**src/rtl/ram_arb_rr2.sv**
```systemverilog
`default_nettype none
// +--------------------------------------------------------------------------+
// | ram_arb_rr2 : two-port single-cycle RAM arbiter, round-robin with locked  |
// |               bursts; define RAM_ARB_FIXED_PRIO_EN for fixed port-0 prio. |
// | Revision    : 1.0                                                         |
// +--------------------------------------------------------------------------+
module ram_arb_rr2 #(
  parameter int MAX_BURST = 4
) (
  input  logic        clk,
  input  logic        reset,
  input  logic        p0_req,
  input  logic        p0_write,
  input  logic        p0_lock,
  input  logic [11:0] p0_address,
  input  logic [15:0] p0_writedata,
  output logic        p0_gnt,
  output logic        p0_rvalid,
  output logic [15:0] p0_readdata,
  input  logic        p1_req,
  input  logic        p1_write,
  input  logic        p1_lock,
  input  logic [11:0] p1_address,
  input  logic [15:0] p1_writedata,
  output logic        p1_gnt,
  output logic        p1_rvalid,
  output logic [15:0] p1_readdata,
  output logic [11:0] ram_address,
  output logic        ram_write,
  output logic        ram_read,
  output logic [15:0] ram_writedata,
  input  logic [15:0] ram_readdata
);

  logic       w_gnt0, w_gnt1, w_any, w_gp, w_pick, w_wr;
  logic [1:0] rvalid_q;

`ifdef RAM_ARB_FIXED_PRIO_EN
  logic w_unused;
  assign w_unused = p0_lock ^ p1_lock;
  assign w_pick   = 1'b0;
`else
  localparam logic [3:0] C_MAX = 4'(MAX_BURST);

  logic       prio_q, prio_d;
  logic       last_v_q, last_v_d;
  logic       last_p_q, last_p_d;
  logic       lock_q, lock_d;
  logic [3:0] cnt_q, cnt_d;
  logic       w_other;

  // Port picked when both request: forced hand-over, then locked owner, then pointer.
  always_comb begin
    if (cnt_q >= C_MAX) begin
      w_pick = ~last_p_q;
    end else if (lock_q) begin
      w_pick = last_p_q;
    end else begin
      w_pick = prio_q;
    end
  end

  assign w_other = w_gp ? p0_req : p1_req;

  always_comb begin
    prio_d   = prio_q;
    last_v_d = last_v_q;
    last_p_d = last_p_q;
    lock_d   = lock_q;
    cnt_d    = cnt_q;
    if (w_any) begin
      if (last_v_q && (last_p_q == w_gp)) begin
        if (w_other && (cnt_q < C_MAX)) begin
          cnt_d = cnt_q + 4'd1;
        end
      end else begin
        cnt_d = {3'b000, w_other};
      end
      last_v_d = 1'b1;
      last_p_d = w_gp;
      lock_d   = w_gp ? p1_lock : p0_lock;
      prio_d   = ~w_gp;
    end else begin
      last_v_d = 1'b0;
      lock_d   = 1'b0;
      cnt_d    = 4'd0;
    end
  end

  always_ff @(posedge clk) begin
    if (reset) begin
      prio_q   <= 1'b0;
      last_v_q <= 1'b0;
      last_p_q <= 1'b0;
      lock_q   <= 1'b0;
      cnt_q    <= 4'd0;
    end else begin
      prio_q   <= prio_d;
      last_v_q <= last_v_d;
      last_p_q <= last_p_d;
      lock_q   <= lock_d;
      cnt_q    <= cnt_d;
    end
  end
`endif

  always_comb begin
    w_gnt0 = 1'b0;
    w_gnt1 = 1'b0;
    if (!reset) begin
      if (p0_req && p1_req) begin
        w_gnt0 = ~w_pick;
        w_gnt1 = w_pick;
      end else begin
        w_gnt0 = p0_req;
        w_gnt1 = p1_req;
      end
    end
  end

  assign w_any = w_gnt0 | w_gnt1;
  assign w_gp  = w_gnt1;
  assign w_wr  = w_gp ? p1_write : p0_write;

  assign p0_gnt        = w_gnt0;
  assign p1_gnt        = w_gnt1;
  assign ram_address   = w_gp ? p1_address : p0_address;
  assign ram_writedata = w_gp ? p1_writedata : p0_writedata;
  assign ram_write     = w_any & w_wr;
  assign ram_read      = w_any & ~w_wr;

  always_ff @(posedge clk) begin
    if (reset) begin
      rvalid_q <= 2'b00;
    end else begin
      rvalid_q <= {w_gnt1, w_gnt0};
    end
  end

  // Masked so a grant issued just before reset never completes.
  assign p0_rvalid   = rvalid_q[0] & ~reset;
  assign p1_rvalid   = rvalid_q[1] & ~reset;
  assign p0_readdata = ram_readdata;
  assign p1_readdata = ram_readdata;

endmodule
`default_nettype wire

```
**config.mk**
```make
export PLATFORM = sky130hd
export DESIGN_NAME = ram_arb_rr2
export DESIGN_NICKNAME = d
export VERILOG_FILES = /design/src/rtl/ram_arb_rr2.sv
export SDC_FILE = /design/constraint.sdc
export NUM_CORES = 1
export LEC_CHECK = 0
export CAP_MARGIN = 0
export CORE_ASPECT_RATIO = 1.75
export CORE_MARGIN = 2
export CORE_UTILIZATION = 30
export CTS_CLUSTER_DIAMETER = 50
export DETAILED_ROUTE_END_ITERATION = 10
export PLACE_DENSITY = 0.87
export SLEW_MARGIN = 20
export SYNTH_ARGS = -nofsm -noshare
export SYNTH_HDL_FRONTEND = slang
export SYNTH_SLANG_ARGS = --single-unit
export TNS_END_PERCENT = 20
```
**constraint.sdc**
```tcl
create_clock -name clk -period 4.29 [get_ports clk]
set_clock_uncertainty 0.1 [all_clocks]
set_input_delay 1.0725 -clock clk [delete_from_list [all_inputs] [get_ports clk]]
set_output_delay 1.0725 -clock clk [all_outputs]
set_load 0.02 [all_outputs]
```
Word level (Yosys, flattened, before mapping)
Index checks and enable logic that the tools add are counted.
- multiplexer cells: 14
- equal/unequal tests: 2
- reductions and logical operators: 5
- add/subtract/negate cells: 1
- magnitude comparators: 2
- bitwise logic cells: 12
- operator list (cell ; count):
    16-bit 2-to-1 mux ; 1
    1-bit 2-to-1 mux ; 12
    12-bit 2-to-1 mux ; 1
    1-bit inverter ; 7
    4-bit by 1-bit adder with 4-bit output, second input constant ; 1
    1-bit bitwise AND ; 4
    4-bit by 3-bit >= comparator with 1-bit output, second input constant ; 1
    4-bit by 3-bit < comparator with 1-bit output, second input constant ; 1
    1-bit logical AND ; 3
    3-bit OR reduction ; 1
    2-bit by 1-bit != test with 1-bit output, second input constant ; 1
    2-bit OR reduction ; 1
    1-bit == test ; 1
    1-bit OR ; 1
- bits in registers: 10
- output and inout bits: 66
- logic and storage cells: 43

Longest topological paths before layout
- depth in word-level cells: 8
- mapped depth: 6

Worst setup path before layout
Ideal clock, no wire load.
- path type: input to output
- start: input p1_req
- end: output ram_read
- setup slack: 893 ps
- data arrival time: 2225 ps
- stages: 5
- data required time: 3118 ps
- buffers on the path: 2
- cell sequence: buf_2 > nand2b_1 > a21oi_4 > buf_6 > mux2i_1
- longest elaborated chain between the ends: 6
- elaborated cells on any way between the ends: 9
- RTL lines (what ; line ; source):
    start: declaration ; 20 ; input logic p1_req,
    1-bit logical AND ; 111 ; if (p0_req && p1_req) begin
    1-bit 2-to-1 mux * ; 111 ;
    1-bit 2-to-1 mux * ; 110 ; if (!reset) begin
    named net p1_gnt ; 25 ; output logic p1_gnt,
    1-bit 2-to-1 mux ; 123 ; assign w_wr = w_gp ? p1_write : p0_write;
    1-bit inverter ; 130 ; assign ram_read = w_any & ~w_wr;
    1-bit bitwise AND * ; 130 ;
    end: declaration ; 30 ; output logic ram_read,
The timed path passes the listed nets; every way through them passes the cells marked *.

Worst setup path after layout
- start: input p1_req
- end: output ram_writedata[11]
- longest elaborated chain between the ends: 4
- RTL lines (what ; line ; source):
    1-bit logical AND ; 111 ;
    1-bit 2-to-1 mux * ; 111 ;
    1-bit 2-to-1 mux * ; 110 ;
    16-bit 2-to-1 mux * ; 128 ; assign ram_writedata = w_gp ? p1_writedata : p0_writedata;
    end: declaration ; 31 ; output logic [15:0] ram_writedata,
Every way passes the cells marked *; elsewhere a longest branch is shown, timed or not.

==> impl_results.md <==
* Cell variety after synth at 38
* Buffers on Ports at 97
* Via/cell ratio at 4.83
* Synth Register Bits at 10
* Synthesized area per cell at 9.50 um^2
* Total power at 446 uW
* First-pass GRT wire length at 5660 um
* DRT antenna net count at 0
* Outcome: finished, final reports clean
* Max Slew Vio Count at 0
* Setup violators final at 0
* Core ar. at 0.00415 mm^2
* WHS Path Cells at 2
* Post-route DRC violation count at 0
* Min cycle time layout at 4.22 ns
* Synth Warn # at 0
* Worst setup SP type: input pin
* DP HPWL at roughly 3300 um
* Pleak at 0.000861 uW
* Multi-input logic area at 793 um^2
* Setup TNS at 0 ns
* # Post-CTS Setup Buffers at 0
* Inserted Clock Buffers at 3
* Endpoints failing hold at 0
* Die area at 0.00490 mm^2
* Antenna violations before repair at 0
* Clock slew at reported path FFs at about 0.050 ns
* Syn Nets at 218
* MaxCap Viol Count at 0
* Pwr per Cell Area at 207 mW/mm^2
* Mapped Area at 0.00130 mm^2
* Top Ports at 146
* Hold Path Class: reg -> reg
* Share of Yosys cell area claimed by the top area cell type at 31.2%
* Flip-flop and latch area at 200 um^2
* Clk buf depth at 2
* 1st-pass router iterations at 4
* Root buf cell: clkbuf_8
* Via count at 1226
* Share of layout cells above drive strength 1 at 22.0%
* Slew HR at 70.3%
* Fin crit share at 98.4%
* CTS sink count at 10
* Pin count of the biggest net entering global routing at 22
* Synth Instances at approximately 140
* H-tree Lvls at 1
* Reg2reg path depth at 5
* WS Path Type: in -> out
* Layout Nets at 287
* Post-CTS sizing at 0
* Wirelength per Cell at between 15 and 20 um
* # hold bufs at CTS at 0
* Area growth, synth to finish at 65.8%
* RePlAce Congestion at 0.825
* Global route total overflow at 0
* Initial Util at 31.4%
* Vias in the first global route at 1222
* Worst vdd ir at 167 uV
* Initial DRC Count at 19
* Critical Path Sink Type: primary output
* # fillers at between 300 and 400
* CP Max Fanout at 11
* CTS tree: yes
* Cell Rows at 31
* Setup repair after global routing missed its margin: false
* Antenna diode count at 0
* Die Y at 91.1 um
* Die X at 53.8 um
* Clk_lat worst skew at 0.24 ns
* Total track usage at 15.3%
* Synth area leader: mux2_4
* Top cells by area, synth: mux2_4 (31%), buf_4 (18%), dfxtp_1 (15%), mux2i_1 (3.1%), nor2_1 (2.6%)
* CP arrival at 3.05 ns
* Fmax at 237 MHz
* Slew at the pin closest to its max-slew limit at 0.435 ns
* Critical path required time at approximately 3.1 ns
* Routed WL at just under 4000 um
* Seq/Total Area, Yosys at 15.4%
[synth_stat cells]
library cell,n
a2111oi_0,1
a211o_1,1
a211o_2,1
a211oi_1,1
a21boi_0,1
a21o_1,1
a21oi_1,5
a21oi_4,1
a2bb2oi_1,1
a31oi_1,1
a32oi_1,1
buf_2,2
buf_4,32
buf_6,3
clkbuf_1,2
clkbuf_2,1
dfxtp_1,10
ha_1,1
inv_1,3
mux2_2,2
mux2_4,27
mux2i_1,4
nand2_1,8
nand2b_1,2
nand3_1,1
nand3b_1,1
nand4bb_1,1
nor2_1,9
nor2b_1,3
o211ai_1,1
o21a_1,1
o21ai_0,2
o21ai_2,1
o21ai_4,1
o21ba_2,1
o22ai_1,1
or2_1,1
or3_1,1
[kinds of logic after synthesis]
family / count (synthesis) / synth area share (%)
buffers and inverters: 43 / 23.7
multiplexers: 33 / 36.0
AND/OR/NAND/NOR: 27 / 10.1
AO/OA/AOI/OAI: 23 / 13.9
flip-flops: 10 / 15.4
adder cells (fa/ha/maj): 1 / 0.961
[flip-flops by register name, indices dropped and copies added (netlist names)]
name and count:
last_p_q 1, prio_q 1, rvalid_q 2, last_v_q 1, lock_q 1, cnt_q 4
[routing by layer]
metal / track usage [%] / vias to the layer above / wire [um]
met1: 11.8 / 544 / 1090
met3: 2.63 / 26 / 438
met5: 0 / - / 0
met4: 8.76 / 0 / 205
li1: - / 579 / -
met2: 30.9 / 77 / 2190
[cells in the final DEF, fill, tap and decap left out, types with 3 or more instances in the layout]
| cell type | Yosys | layout |
|---|---|---|
| inv_1 | 3 | 3 |
| clkdlybuf4s50_1 | 0 | 97 |
| dfxtp_1 | 10 | 10 |
| nor2b_1 | 3 | 3 |
| mux2_4 | 27 | 27 |
| nand2_1 | 8 | 8 |
| clkbuf_8 | 0 | 4 |
| buf_4 | 32 | 6 |
| nor2_1 | 9 | 9 |
| a21oi_1 | 5 | 5 |
| mux2i_1 | 4 | 4 |
[report_power, final]
part,switching [uW],internal [uW],total [uW]
Combinational,82.3,140,222
Clock,41.1,81.0,122
Sequential,4.63,97.7,102
[worst max-delay path, cell delays in order]
cell	delay, ns
clkdlybuf4s50_1	0.53
nand2b_1	0.13
a21oi_4	0.18
buf_4	0.24
mux2_2	0.35
clkdlybuf4s50_1	0.54
[metrics by stage]
stage	hold WS (ns)	setup slack (ns)	utilization, %	instance area, um^2	std cells
floorplan	0.358	0.893	-	1300	137
detailed placement	0.378	0.0774	50.6	2100	250
global route	0.413	0.0160	52.0	2160	254
CTS	0.388	0.0620	52.0	2160	254
finish	0.391	0.0704	52.0	2160	254
global placement	0.373	0.0891	50.6	2100	250
[cell type report]
type / count / area share [%]
Sequential cell: 10 / 9.28
Tap cell: 49 / 2.84
Inverter: 3 / 0.522
Timing Repair Buffer: 104 / 48.0
Clock buffer: 4 / 2.55
Multi-Input combinational cell: 84 / 36.8
[final timing paths]
kind | from | to | slack [ns]
max | p1_req | ram_writedata[11] | 0.07
min | cnt_q[3] | cnt_q[3] | 0.39
max reg2reg | last_p_q | lock_q | 2.61
min reg2reg | cnt_q[3] | cnt_q[3] | 0.39
Note: power is estimated with default switching activity, not from simulation.
